**src/rtl/rx_frame_assembler.sv**
```systemverilog
// rx_frame_assembler: collects five-byte instruction frames (op, a1, a2, b1, b2)
// from a byte stream. Frames with an illegal opcode are dropped, and partial
// frames that stall are discarded. Complete frames go to decode over
// valid/ready. One extra frame can wait in the assembly registers while the
// output slot is still occupied.
module rx_frame_assembler #(
   parameter logic [7:0] MAX_OP      = 8'h0F,
   parameter int         TIMEOUT_CYC = 1024,
   parameter int         CNT_W       = 16
) (
   input  logic             clk,
   input  logic             rst,
   input  logic [7:0]       in_data,
   input  logic             in_valid,
   output logic             in_ready,
   input  logic             alu_ready,
   output logic             rx_valid,
   output logic [7:0]       op,
   output logic [7:0]       a1,
   output logic [7:0]       a2,
   output logic [7:0]       b1,
   output logic [7:0]       b2,
   output logic             err_op,
   output logic             err_timeout,
   output logic [CNT_W-1:0] frames_out
);

   localparam int TMR_W = (TIMEOUT_CYC > 0) ? $clog2(TIMEOUT_CYC + 1) : 1;
   // The timer value seen on the last idle cycle before the limit is reached
   localparam logic [TMR_W-1:0] TMR_LAST = (TIMEOUT_CYC > 0) ? TMR_W'(TIMEOUT_CYC - 1) : '0;

   typedef enum logic [1:0] {IDLE, COLLECT, FULL} state_t;

   state_t           state;
   logic [2:0]       idx;
   logic             bad;
   logic [TMR_W-1:0] timer;
   logic [7:0]       f_op, f_a1, f_a2, f_b1, f_b2;
   logic             accept, xfer, slot_free;

   // in_ready depends on state alone so that upstream never sees a combinational path from valid/ready
   assign in_ready  = (state != FULL);
   assign accept    = in_valid && in_ready;
   assign xfer      = rx_valid && alu_ready;
   assign slot_free = !rx_valid || alu_ready;

   // Frame assembly FSM, output slot, error pulses and delivered-frame counter
   always_ff @(posedge clk) begin
      if (rst) begin
         state       <= IDLE;
         idx         <= '0;
         bad         <= 1'b0;
         timer       <= '0;
         f_op        <= '0;
         f_a1        <= '0;
         f_a2        <= '0;
         f_b1        <= '0;
         f_b2        <= '0;
         rx_valid    <= 1'b0;
         op          <= '0;
         a1          <= '0;
         a2          <= '0;
         b1          <= '0;
         b2          <= '0;
         err_op      <= 1'b0;
         err_timeout <= 1'b0;
         frames_out  <= '0;
      end else begin
         err_op      <= 1'b0;
         err_timeout <= 1'b0;
         // A transfer empties the slot unless a new frame loads below in the same cycle
         if (xfer) begin
            frames_out <= frames_out + 1'b1;
            rx_valid   <= 1'b0;
         end
         case (state)
            IDLE: begin
               idx   <= '0;
               timer <= '0;
               if (accept) begin
                  f_op  <= in_data;
                  bad   <= (in_data > MAX_OP);
                  idx   <= 3'd1;
                  state <= COLLECT;
               end
            end
            COLLECT: begin
               if (accept) begin
                  timer <= '0;
                  idx   <= idx + 3'd1;
                  case (idx)
                     3'd1:    f_a1 <= in_data;
                     3'd2:    f_a2 <= in_data;
                     3'd3:    f_b1 <= in_data;
                     default: f_b2 <= in_data;
                  endcase
                  if (idx == 3'd4) begin
                     idx <= '0;
                     if (bad) begin
                        // Illegal opcode: frame consumed, output slot left alone
                        err_op <= 1'b1;
                        state  <= IDLE;
                     end else if (slot_free) begin
                        // Slot is free or frees this cycle: bypass straight to outputs
                        op       <= f_op;
                        a1       <= f_a1;
                        a2       <= f_a2;
                        b1       <= f_b1;
                        b2       <= in_data;
                        rx_valid <= 1'b1;
                        state    <= IDLE;
                     end else begin
                        state <= FULL;
                     end
                  end
               end else if ((TIMEOUT_CYC != 0) && (timer == TMR_LAST)) begin
                  err_timeout <= 1'b1;
                  idx         <= '0;
                  timer       <= '0;
                  state       <= IDLE;
               end else begin
                  timer <= timer + 1'b1;
               end
            end
            FULL: begin
               // rx_valid is known high here, so alu_ready alone means a transfer
               if (alu_ready) begin
                  op       <= f_op;
                  a1       <= f_a1;
                  a2       <= f_a2;
                  b1       <= f_b1;
                  b2       <= f_b2;
                  rx_valid <= 1'b1;
                  state    <= IDLE;
               end
            end
            default: state <= IDLE;
         endcase
      end
   end

endmodule

```
**config.mk**
```make
export PLATFORM = sky130hd
export DESIGN_NAME = rx_frame_assembler
export DESIGN_NICKNAME = d
export VERILOG_FILES = /design/src/rtl/rx_frame_assembler.sv
export SDC_FILE = /design/constraint.sdc
export NUM_CORES = 1
export LEC_CHECK = 0
export CAP_MARGIN = 20
export CORE_ASPECT_RATIO = 2
export CORE_MARGIN = 5
export CORE_UTILIZATION = 51
export DETAILED_ROUTE_END_ITERATION = 10
export PLACE_DENSITY = 0.76
export SLEW_MARGIN = 20
export SYNTH_ARGS = -nofsm -noshare
export SYNTH_HDL_FRONTEND = slang
export SYNTH_SLANG_ARGS = --single-unit
```
**constraint.sdc**
```tcl
create_clock -name clk -period 2.2 [get_ports clk]
set_input_delay 0.22 -clock clk [delete_from_list [all_inputs] [get_ports clk]]
set_output_delay 0.22 -clock clk [all_outputs]
set_load 0.03 [all_outputs]
```
### Word level (Yosys, flattened, before mapping)

Cells that the tools add are included.

| cells by class | value |
|---|---|
| $add $sub $neg | 3 |
| multiply operators | 0 |
| divide/modulo/power cells | 0 |
| order comparisons | 1 |
| equality and inequality tests | 16 |
| shift-type cells | 0 |
| muxes and demuxes | 55 |
| bitwise operators | 4 |
| reductions and logical operators | 18 |

Operator list:

| operator | count |
|---|---|
| $mux W8 | 25 |
| $pmux W8 S2 | 5 |
| $mux W11 | 2 |
| $pmux W11 S2 | 1 |
| $add A16 B1 Y16 const B | 1 |
| $mux W2 | 7 |
| $ne A2 B2 Y1 const B | 7 |
| $reduce_and A3 Y1 | 4 |
| $add A11 B1 Y11 const B | 1 |
| $eq A11 B10 Y1 const B | 1 |
| $mux W1 | 9 |
| $mux W3 | 3 |
| $gt A8 B4 Y1 const B | 1 |
| $eq A3 B2 Y1 const B | 2 |
| $ne A3 B3 Y1 const B | 2 |
| $pmux W2 S3 | 1 |
| $pmux W3 S2 | 1 |
| $reduce_and A6 Y1 | 1 |
| $reduce_or A3 Y1 | 2 |
| $not A1 Y1 | 4 |
| $reduce_and A2 Y1 | 2 |
| $reduce_and A4 Y1 | 1 |
| $reduce_bool A2 Y1 | 2 |
| $reduce_or A4 Y1 | 1 |
| 10 further kinds | 11 |

| word-level totals | value |
|---|---|
| register bits | 116 |
| latch bits | 0 |
| RAM bits | 0 |
| ROM bits | 0 |
| bits of input ports | 12 |
| output and inout bits | 60 |
| logic and storage cells | 115 |
| memories kept | 0 |

### Longest topological paths before layout

| logic depth | value |
|---|---|
| depth in word-level cells | 7 |
| gate-level depth with buffers | 8 |
| mapped depth without buffers | 6 |

### Worst setup path before layout

No wires, ideal clock.

| path | value |
|---|---|
| kind | reg-to-reg |
| start point | reg idx[0] |
| end point | reg f_b2[3] |
| setup time | 0.128 ns |
| arrival time | 1.672 ns |
| data required time | 2.072 ns |
| path slack | 0.400 ns |
| stages on the path, launching flop included | 7 |
| buffers on the path | 0 |
| period minus slack after synthesis | 1.800 ns |
| cells stage by stage | dfxtp_1 inv_1 ha_1 or2_2 a211oi_4 mux2i_1 nor2_1 |

| between the ends | value |
|---|---|
| cells in the longest elaborated chain, start to end | 4 |
| elaborated cells between the ends (all ways) | 6 |
| those cells by class | eq/ne (3); bitwise (1); reduce/logical (2) |

Ends and longest elaborated chain:

| element | RTL line | source |
|---|---|---|
| from (decl) | 35 | `logic [2:0] idx;` |
| from (signal assigned) | 90 | `idx <= idx + 3'd1;` |
| $eq A3 B2 Y1 or $eq A3 B1 Y1 (tied branches) | 91 | `case (idx)` |
| $reduce_or A3 Y1 (no line) * | -- |  |
| $not A1 Y1 (no line) * | -- |  |
| $reduce_and A3 Y1 (no line) * | -- |  |
| to (signal assigned) | 95 | `default: f_b2 <= in_data;` |
| to (decl) | 38 | `logic [7:0] f_op, f_a1, f_a2, f_b1, f_b2;` |

Mark *: on every way between the ends. The rest lies on a longest branch, timed or not.
A chain may end at the register's enable or synchronous reset.

### Final worst setup path

| path | value |
|---|---|
| start point | reg state[0] |
| end point | reg state[1] |

| between the ends | value |
|---|---|
| cells in the longest elaborated chain, start to end | 4 |
| elaborated cells between the ends (all ways) | 12 |
| those cells by class | eq/ne (7); mux (2); reduce/logical (3) |

Ends and longest elaborated chain:

| element | RTL line | source |
|---|---|---|
| from (decl) | 34 | `state_t state;` |
| from (signal assigned) | 50 | `state <= IDLE;` |
| from (signal assigned) | 84 | `state <= COLLECT;` |
| from (signal assigned) | 102 | `state <= IDLE;` |
| $ne A2 B2 Y1 | 42 | `assign in_ready = (state != FULL);` |
| $logic_and A1 B1 Y1 | 43 | `assign accept = in_valid && in_ready;` |
| $ne A3 B3 Y1 (no line) (tied with other cells) | -- |  |
| $reduce_and A4 Y1 (no line) or $pmux W2 S3 (tied branches) | -- |  |

Parallel ways exist; a longest one is shown, timed or not.

==> summary.txt <==
Status
  – Status: finished clean

Placed design
  – HPWL after DPL: 8460 microns
  – GPL Wtd Cong: 0.856
  – DP Cell Count: 726
  – Port Buffers: 71

Power and ir drop
  – Leakage: 2.33 nW
  – Comb pwr share: 0.124
  – Net Sw Frac: 0.245
  – Part of the power in registers: 0.399
  – Clk pwr share: 0.477
  – Cell area power density: 868 mW/mm^2
  – Sw power: 1.35 mW
  – Pint: 4.16 mW
  – Peak supply drop: 0.000642 V

Logic synthesis
  – Mapped cell area: 0.00496 sq mm
  – Mapped Nets: 568
  – Count of different cell masters after synthesis: 56
  – FF+latch count, synth: 116
  – Ys async rst share: 0
  – YS warnings: 0
  – Most used flip-flop cell after synthesis: dfxtp_1
  – Mean Syn Cell Area: 9.08 sq um
  – Mapped Cells: 546
  – Post-synth EDFFs: 0
  – Sequential fraction of the synthesis area: 0.469

Floorplanning
  – Chip Height: 149 microns
  – Core ar.: 0.00964 sq mm
  – Die ar.: 0.0119 sq mm
  – IO Pins: 72
  – Cell row count: 51
  – Die width: 79.7 microns
  – Initial Util: 0.514

Timing
  – Worst Tran Pin Value: 585 ps
  – Tmin final: 2080 ps
  – Final setup viols: 0
  – Max-slew violations: 0
  – Period utilization: 0.948
  – Max Clk Rate: 480 MHz
  – Final Hold Vio Count: 0
  – Setup TNS: 0 ps
  – Worst relative slew slack: 0.606
  – RSZ-0062 raised after global routing: false
  – Layout Skew: 13.7 ps

Finish
  – Area grow syn2layout: 28.1%
  – Share of cells above drive strength 1: 0.101
  – Layout net count: 635
  – Final non-filler cell total: 755
  – FILL cells: 760
  – Reg area: 0.00232 sq mm
  – Final core occ: 0.659
  – Multi-input gate area: 0.00240 sq mm
  – Diodes inserted: 0

Clock tree
  – Root Buffer: clkbuf_16
  – Inserted Clock Buffers: 17
  – Worst skew pair latency: 410 ps
  – Clock transition at path regs: 50 ps
  – H-tree Lvls: 4
  – Clock buffer depth: 2
  – TritonCTS clock tree: done
  – Clk sinks: 116

Setup path
  – CP startpoint kind: register
  – Required @ worst endpoint: 2490 ps
  – R2R Setup Slk: 120 ps
  – CP Data Arrival Time: 2370 ps
  – Critical path class: reg2reg
  – Worst setup EP type: register
  – Worst-path cell chain: inv_1, ha_1, buf_4, nor2b_1, o21a_1, a311oi_2, mux2_2
  – Slowest stage delay, CP: 370 ps
  – Worst path slowest cell: mux2_2
  – Worst Path Max Fanout: 12

Worst hold path
  – Hold Path Class: in2reg

Flow run
  – Max Cap Viol: 0

GRT
  – First-pass GRT wire length: 20800 microns
  – Vias in the first global route: 4375
  – Initial antenna violation count: 0
  – Overall Global Routing Usage: 0.221
  – Largest net degree at the start of global routing: 81
  – GR Overflow Total: 0

Drt
  – Vias per cell: 5.63
  – Starting DRT DRC Count: 235
  – Via count: 4252
  – Post-route DRC violation count: 0
  – First-pass DRT Iterations: 4
  – WL/cell: 16.7 microns
  – Antenna Nets Post-Route: 0
  – WL final: 12600 microns
## kinds of logic (layout without fill, tap and decap cells)
| logic type | count (synthesis) | in the layout | share of synthesized area |
|---|---|---|---|
| xor gates and xnor gates | 10 | 10 | 0.0177 |
| and+or+nand+nor | 186 | 186 | 0.190 |
| DFF | 116 | 116 | 0.469 |
| muxes | 45 | 45 | 0.0916 |
| buffers and inverters | 47 | 124 | 0.0495 |
| AOI/OAI and AO/OA | 132 | 132 | 0.158 |
| adders and majority gates | 10 | 10 | 0.0252 |
## critical path: cells and delay by family, from the launching register on
kind,cells,cell delay (ps)
mux,1,370
compound gates,2,470
simple gates,1,150
flops,1,360
buf+inv,2,320
fa+ha+maj,1,290
## through the flow
stage | total power [mW] | setup slack [ps] | area (sq um) | hold slack (ps)
after floorplan | 2.72 | 400 | 4960 | 356
after global placement | 2.88 | 159 | 5780 | 425
after detailed placement | 2.90 | 111 | 5780 | 432
after CTS | 5.55 | 125 | 6350 | 243
after global routing | 5.71 | 0.276 | 6350 | 277
final | 5.51 | 115 | 6350 | 245
## area by class of cell
type                       instances  share of cell area
multi-input combinational        383               0.378
timing repair buffer              86               0.135
clock buffer                      24              0.0775
tap                              132              0.0260
clock inverter                     5              0.0118
sequential                       116               0.366
inverter                           9             0.00532
## registers in the layout (all words and copies together), names as in the netlist
register	cells
idx	3
bad	1
err_op	1
f_a2	8
f_b1	8
a2	8
a1	8
rx_valid	1
frames_out	16
f_b2	8
timer	11
state	2
f_a1	8
b2	8
b1	8
op	8
f_op	8
err_timeout	1
## synth_stat cells, types with 2 or more instances
master,count,area share
dfxtp_1,116,0.47
a21oi_1,62,0.063
nor2_1,55,0.042
nand3_1,50,0.050
mux2i_1,42,0.085
o21ai_0,35,0.035
nand2_1,30,0.023
clkbuf_1,21,0.016
ha_1,10,0.025
a211oi_1,9,0.014
inv_1,9,0.0068
buf_2,8,0.0081
xnor2_1,7,0.012
and3_1,6,0.0076
nand2b_1,6,0.0076
o21ai_1,6,0.0061
a31oi_1,5,0.0063
nand4_1,5,0.0063
nor3_1,5,0.0050
nor4_1,5,0.0063
nor2b_1,4,0.0050
a31o_2,3,0.0053
buf_6,3,0.0068
clkbuf_8,3,0.0083
mux2_2,3,0.0068
nand3b_1,3,0.0045
xor2_1,3,0.0053
o21a_1,2,0.0030
or3_1,2,0.0025
or3b_1,2,0.0035
## power groups by stage
stage / registers [mW] / logic (mW) / clock network [mW]
after floorplan: 2.23 / 0.497 / 0
after CTS: 2.19 / 0.676 / 2.67
after global placement: 2.23 / 0.646 / 0
after global routing: 2.20 / 0.734 / 2.77
final: 2.20 / 0.682 / 2.63
after detailed placement: 2.24 / 0.667 / 0
## placed cells by master (no fill, tap or decap), types with 6 or more instances in the layout
master,n
buf_4,13
nand2_1,30
and3_1,6
nor2_1,55
nand2b_1,6
clkbuf_16,17
inv_1,9
mux2i_1,42
xnor2_1,7
ha_1,10
a21oi_1,62
o21ai_0,35
a211oi_1,9
clkdlybuf4s50_1,69
nand3_1,50
dfxtp_1,116
## per-layer routing
metal	GRT usage	vias up	wire length, microns
li1	-	2070	-
met5	0	-	0
met3	0.0524	37	582
met4	0.118	0	424
met1	0.228	2025	4540
met2	0.399	120	7100
## what timing repair did
action,CTS,global route
endpoints found under the setup margin,1,2
setup buffers,0,0
hold buffers,0,0
resized for setup,1,1
## path summary, 6_finish.rpt
kind	startpoint	endpoint	cells after the start
worst min register to register	timer[10]$_SDFFE_PP0P_	err_timeout$_SDFF_PP0_	1
worst max register to register	state[0]$_SDFFE_PP0P_	state[1]$_SDFFE_PP0P_	7
worst max-delay path	state[0]$_SDFFE_PP0P_	state[1]$_SDFFE_PP0P_	7
worst min-delay path	rst	frames_out[7]$_SDFFE_PP0P_	2
Note: power is estimated with default switching activity, not from simulation.
